File: config.mk
export PLATFORM = sky130hd
export DESIGN_NAME = dsp_sched
export DESIGN_NICKNAME = d
export VERILOG_FILES = /design/src/rtl/dsp_sched.sv
export SDC_FILE = /design/constraint.sdc
export NUM_CORES = 1
export LEC_CHECK = 0
export ABC_AREA = 1
export BUFFER_PORTS_ARGS = -buffer_cell sky130_fd_sc_hd__buf_2
export CAP_MARGIN = 0
export CORE_UTILIZATION = 40
export CTS_CLUSTER_DIAMETER = 80
export DETAILED_ROUTE_END_ITERATION = 7
export PLACE_DENSITY_LB_ADDON = 0.25
export SYNTH_ARGS = -nofsm -noshare
export SYNTH_HDL_FRONTEND = slang
export SYNTH_SLANG_ARGS = --single-unit
File: constraint.sdc
create_clock -name clk -period 6.1 [get_ports clk]
set_input_delay 0 -clock clk [delete_from_list [all_inputs] [get_ports clk]]
set_output_delay 0 -clock clk [all_outputs]
set_load 0.05 [all_outputs]
File: src/rtl/dsp_sched.sv
// dsp_sched -- two-requester time-sharing arbiter for the 8-digit 7-segment display.
//
// Two requesters each present a complete 64-bit segment image (digit 0 in
// bits [7:0]). Ownership is granted round-robin with a minimum dwell time. A
// blank gap is inserted on every owner change, so the driver never shows a
// mixture of two images.
//
// Parameters:
//   DWELL  minimum ownership, in tick pulses, before a competing request can preempt
//   GAP    blank interval between owners, in tick pulses (1..1023)
//   CW     tick counter width; must hold max(DWELL, GAP)
//
// Ports:
//   clk       system clock
//   rst       synchronous reset, active-high
//   tick      one-clk-wide time-base enable
//   req0/1    requester wants the display (level)
//   data0/1   requester segment images, active-high segments
//   gnt0/1    requester currently owns the display
//   dsp_data  image to the display driver; all-zero when blank
//   busy      high whenever the arbiter is not idle
module dsp_sched #(
  parameter int DWELL = 1000,
  parameter int GAP   = 2,
  parameter int CW    = 10
) (
  input  logic        clk,
  input  logic        rst,
  input  logic        tick,
  input  logic        req0,
  input  logic        req1,
  input  logic [63:0] data0,
  input  logic [63:0] data1,
  output logic        gnt0,
  output logic        gnt1,
  output logic [63:0] dsp_data,
  output logic        busy
);

  typedef enum logic [1:0] {
    IDLE  = 2'd0,
    OWN0  = 2'd1,
    OWN1  = 2'd2,
    GAP_S = 2'd3
  } state_t;

  localparam logic [CW-1:0] DWELL_C = CW'(DWELL);
  localparam logic [CW-1:0] GAP_C   = CW'(GAP);

  state_t        state, state_n;
  logic [CW-1:0] cnt, cnt_n;
  logic          last, last_n;

  logic          gnt0_n, gnt1_n, busy_n;
  logic [63:0]   data_n;

  logic [1:0]    win;
  logic          own_req, oth_req;

  // Round-robin choice: returns {valid, winner}. On a tie the requester that
  // did not own the display most recently wins.
  function automatic logic [1:0] pick(input logic r0, input logic r1,
                                      input logic lst);
    if (r0 && r1)
      return {1'b1, ~lst};
    else if (r0)
      return 2'b10;
    else if (r1)
      return 2'b11;
    else
      return 2'b00;
  endfunction

  // Next-state, counter and registered-output decode.
  always_comb begin
    state_n = state;
    cnt_n   = cnt;
    last_n  = last;
    win     = pick(req0, req1, last);
    own_req = (state == OWN1) ? req1 : req0;
    oth_req = (state == OWN1) ? req0 : req1;

    case (state)
      IDLE: begin
        // Not tick-gated: a new request is served on the very next edge.
        if (win[1]) begin
          state_n = win[0] ? OWN1 : OWN0;
          cnt_n   = '0;
          last_n  = win[0];
        end
      end

      OWN0, OWN1: begin
        // A release always takes priority over a coincident tick; the tick
        // is simply lost because the counter restarts on the next owner.
        if (!own_req) begin
          state_n = oth_req ? GAP_S : IDLE;
          cnt_n   = '0;
        end else if (oth_req && (cnt == DWELL_C)) begin
          state_n = GAP_S;
          cnt_n   = '0;
        end else if (tick && (cnt != DWELL_C)) begin
          cnt_n = cnt + 1'b1;
        end
      end

      GAP_S: begin
        // last still holds the previous owner here, so a tie goes to the
        // other requester.
        if (cnt == GAP_C) begin
          cnt_n = '0;
          if (win[1]) begin
            state_n = win[0] ? OWN1 : OWN0;
            last_n  = win[0];
          end else begin
            state_n = IDLE;
          end
        end else if (tick) begin
          cnt_n = cnt + 1'b1;
        end
      end

      default: begin
        state_n = IDLE;
        cnt_n   = '0;
      end
    endcase

    // Outputs are decoded from the next state so they move on the same
    // edge as the state register.
    gnt0_n = (state_n == OWN0);
    gnt1_n = (state_n == OWN1);
    busy_n = (state_n != IDLE);
    case (state_n)
      OWN0:    data_n = data0;
      OWN1:    data_n = data1;
      default: data_n = '0;
    endcase
  end

  // State, counter and output registers.
  always_ff @(posedge clk) begin
    if (rst) begin
      state    <= IDLE;
      cnt      <= '0;
      last     <= 1'b1;
      gnt0     <= 1'b0;
      gnt1     <= 1'b0;
      busy     <= 1'b0;
      dsp_data <= '0;
    end else begin
      state    <= state_n;
      cnt      <= cnt_n;
      last     <= last_n;
      gnt0     <= gnt0_n;
      gnt1     <= gnt1_n;
      busy     <= busy_n;
      dsp_data <= data_n;
    end
  end

  // Simulation-only sanity checks on parameters and output invariants.
  always_ff @(posedge clk) begin
    assert (DWELL >= 0 && DWELL <= (2**CW) - 1)
      else $error("dsp_sched: DWELL does not fit in CW bits");
    assert (GAP >= 1 && GAP <= 1023 && GAP <= (2**CW) - 1)
      else $error("dsp_sched: GAP out of range");
    if (!rst) begin
      assert (!(gnt0 && gnt1))
        else $error("dsp_sched: both grants high");
      assert (gnt0 || gnt1 || (dsp_data == 64'd0))
        else $error("dsp_sched: image shown without a grant");
    end
  end

endmodule

==> metrics <==
Final ANT Viol Nets 0; CP endpoint kind register; CTS HTree Levels 3; core region area 8220 µm²; Clock Tree Buf Depth 2; post-route setup slack 2480 ps; CTS Hold Bufs 129; Vias 4,406; worst-path maximum fanout 64; nets 935; f_max 276 MHz; Starting DRT DRC Count 248; Post-Synth Simple-Gate Area 0.308; final slew viol count 0; Die Y 94.3 µm; Setup Buffers After CTS 0; dpl hpwl 7270 µm; Fill cells 613; Clock Root Buffer clkbuf_8; xor-xnor portion of the synthesized cell area 0.00772; Distinct cells, synth 26; n_diodes 0; share of the synthesized area in the top cell type 0.470; Syn Inst Count 474; Hold Violations, Final 0; final wirelength 13,200 µm; largest net degree at the start of global routing 66; synthesized flop and latch total 80; post-synthesis mux area share 0; pwr dens 382 nW/µm²; clk_lat worst skew 350 ps; Residual DRC 0; Leak 3.07 nW; Compound-Gate Fraction of Synth Area 0.113; Ys Warns 0; Die Wd 94.3 µm; vias per cell 4.88; first-pass GRT wire length 20,400 µm; worst min path class primary input to register; Initial Util 0.414; initial antenna violation count 0; IO Port Bufs 199; CTS Buf Count 9; CTS tree built; Crit path required time 6330 ps; critical path class register to register; Max-Slew Margin vs Limit 0.188; RSZ-0062 raised after global routing no; Clk pin slew, worst setup/hold paths 80 ps; layout cells sized above 1 0.300; CP Launch Type register; Die ar. 8880 µm²; post-synthesis adder-cell area fraction 0.0368; Clock Sinks 80; CP arrival 3850 ps; Detailed Routing Iterations Pass 1 5; top cells by area, synth dfxtp_1 (47%), nand2_1 (21%), a21oi_1 (9.7%), ha_1 (3.7%), inv_1 (3.4%); Overall Global Routing Usage 0.300; Max-cap violations 0; largest family of logic cells by synthesized area simple AND/OR/NAND/NOR gates; syn_nets 617; setup slack at placement 3100 ps; vias in the first global route 4,432; Routability Congestion 0.843; fin crit share 0.593; Post-Syn Area per Cell 7.18 µm²; routed len/inst 14.6 µm; Boundary Pins 200; total congestion overflow 0; Peak VDD IR 0.217 mV; register area share after synthesis 0.470; fin crit period 3620 ps; Max Clock Skew 14.2 ps; setup TNS 0 ps; final setup vio count 0; Tightest Pin Transition 1220 ps; row cnt 33; area added between synthesis and finish 75.3%; Syn Std Cell Area 3400 µm²; Yosys top cell by area dfxtp_1; run status finished, final reports clean; post-CTS sizing 0
==> cells in the final DEF (no fill, tap or decap) <==
master           n
a21oi_1         66
a21oi_2          1
buf_2          199
buf_4            1
bufinv_16        2
clkbuf_1         1
clkbuf_8        10
clkinv_2         2
dfxtp_1         80
dlygate4sd3_1  129
ha_1             8
ha_2             2
inv_1           31
inv_2            3
inv_6            1
nand2_1        185
nand2_2          3
nand2_4          1
nand3_1         10
nand3_2          3
nand3_4          1
nand4_1          6
nor2_1          30
nor2_2           8
nor3_2           1
nor3b_2          1
nor4_1           1
o211ai_1         2
o21ai_0          5
o21ai_1          1
xnor2_1          1
xor2_1           2
==> worst max-delay path, stage by stage, from the launching register on <==
cell and delay [ps]:
dfxtp_1 330, inv_1 150, ha_1 170, nand2_1 60, nor2_2 130, nand3_2 110, nor2_2 100, nor2_2 70
nand2_1 80, nand2_1 50, nand2_1 50, nand2_1 60, nand2_1 100, inv_1 80, ha_1 300, nand2_2 870
a21oi_1 130, dlygate4sd3_1 630
==> per-layer routing <==
metal / share of wire / GRT usage / wire length, µm / vias to the layer above
met5: 0 / 0 / 0 / -
met4: 0.049 / 0.178 / 641 / 0
met3: 0.072 / 0.0817 / 951 / 51
met2: 0.51 / 0.537 / 6770 / 207
met1: 0.37 / 0.310 / 4850 / 2029
li1: - / - / - / 2119
==> logic make-up after synthesis <==
| logic type | count (synthesis) |
|---|---|
| and+or+nand+nor | 250 |
| AOI/OAI and AO/OA | 75 |
| xor gates and xnor gates | 3 |
| buffers and inverters | 56 |
| adders and majority gates | 10 |
| DFF | 80 |
==> cell usage after synthesis <==
library cell  number
nor2_2             8
nand3_2            3
xor2_1             2
dfxtp_1           80
buf_2              1
nand2_2            2
clkbuf_1          20
nor4_1             1
buf_6              1
nor3_2             1
inv_1             31
nand3_1           10
nand3_4            1
ha_1              10
a21oi_2            1
xnor2_1            1
nor3b_2            1
nand4_1            6
inv_2              3
o21ai_0            5
nand2_4            1
o211ai_1           2
nand2_1          186
o21ai_1            1
nor2_1            30
a21oi_1           66
==> per-stage QoR <==
stage	utilization	area, µm²	power [mW]	std cells	hold slack [ps]
floorplan	-	3400	1.42	474	66.7
global placement	0.542	4460	1.65	757	248
detailed placement	0.542	4460	1.67	757	253
CTS	0.726	5970	2.25	902	1.07
global route	0.726	5970	2.40	902	29.0
finish	0.726	5970	2.28	902	21.1
==> power by group <==
| group | leakage (nW) | internal (mW) | switching [mW] |
|---|---|---|---|
| clock | 0.114 | 0.242 | 0.193 |
| sequential | 0.651 | 0.632 | 0.0418 |
| combinational | 2.30 | 0.363 | 0.806 |
==> flip-flops by register name, indices dropped and copies added (netlist names) <==
signal    count
dsp_data     64
cnt          10
state         2
busy          1
gnt0          1
gnt1          1
last          1
==> final cells by class <==
type                    instances  area (µm²)  area share
multi-input cells             338        1590       0.267
flip-flops and latches         80        1600       0.268
repair buffers                329        2290       0.385
well taps                     105         131      0.0220
clock inverters                 5        78.8      0.0132
clock buffers                  11         141      0.0237
inverters                      34         128      0.0214
==> path summary, 6_finish.rpt <==
check	start	endpoint	slack, ps	cells after the start
setup / recovery	cnt[0]	dsp_data[25]	2480	17
hold / removal	req1	last	20	3
setup reg to reg	cnt[0]	dsp_data[25]	2480	17
hold reg to reg	last	last	490	2
Power figures use the tool's default switching activity.
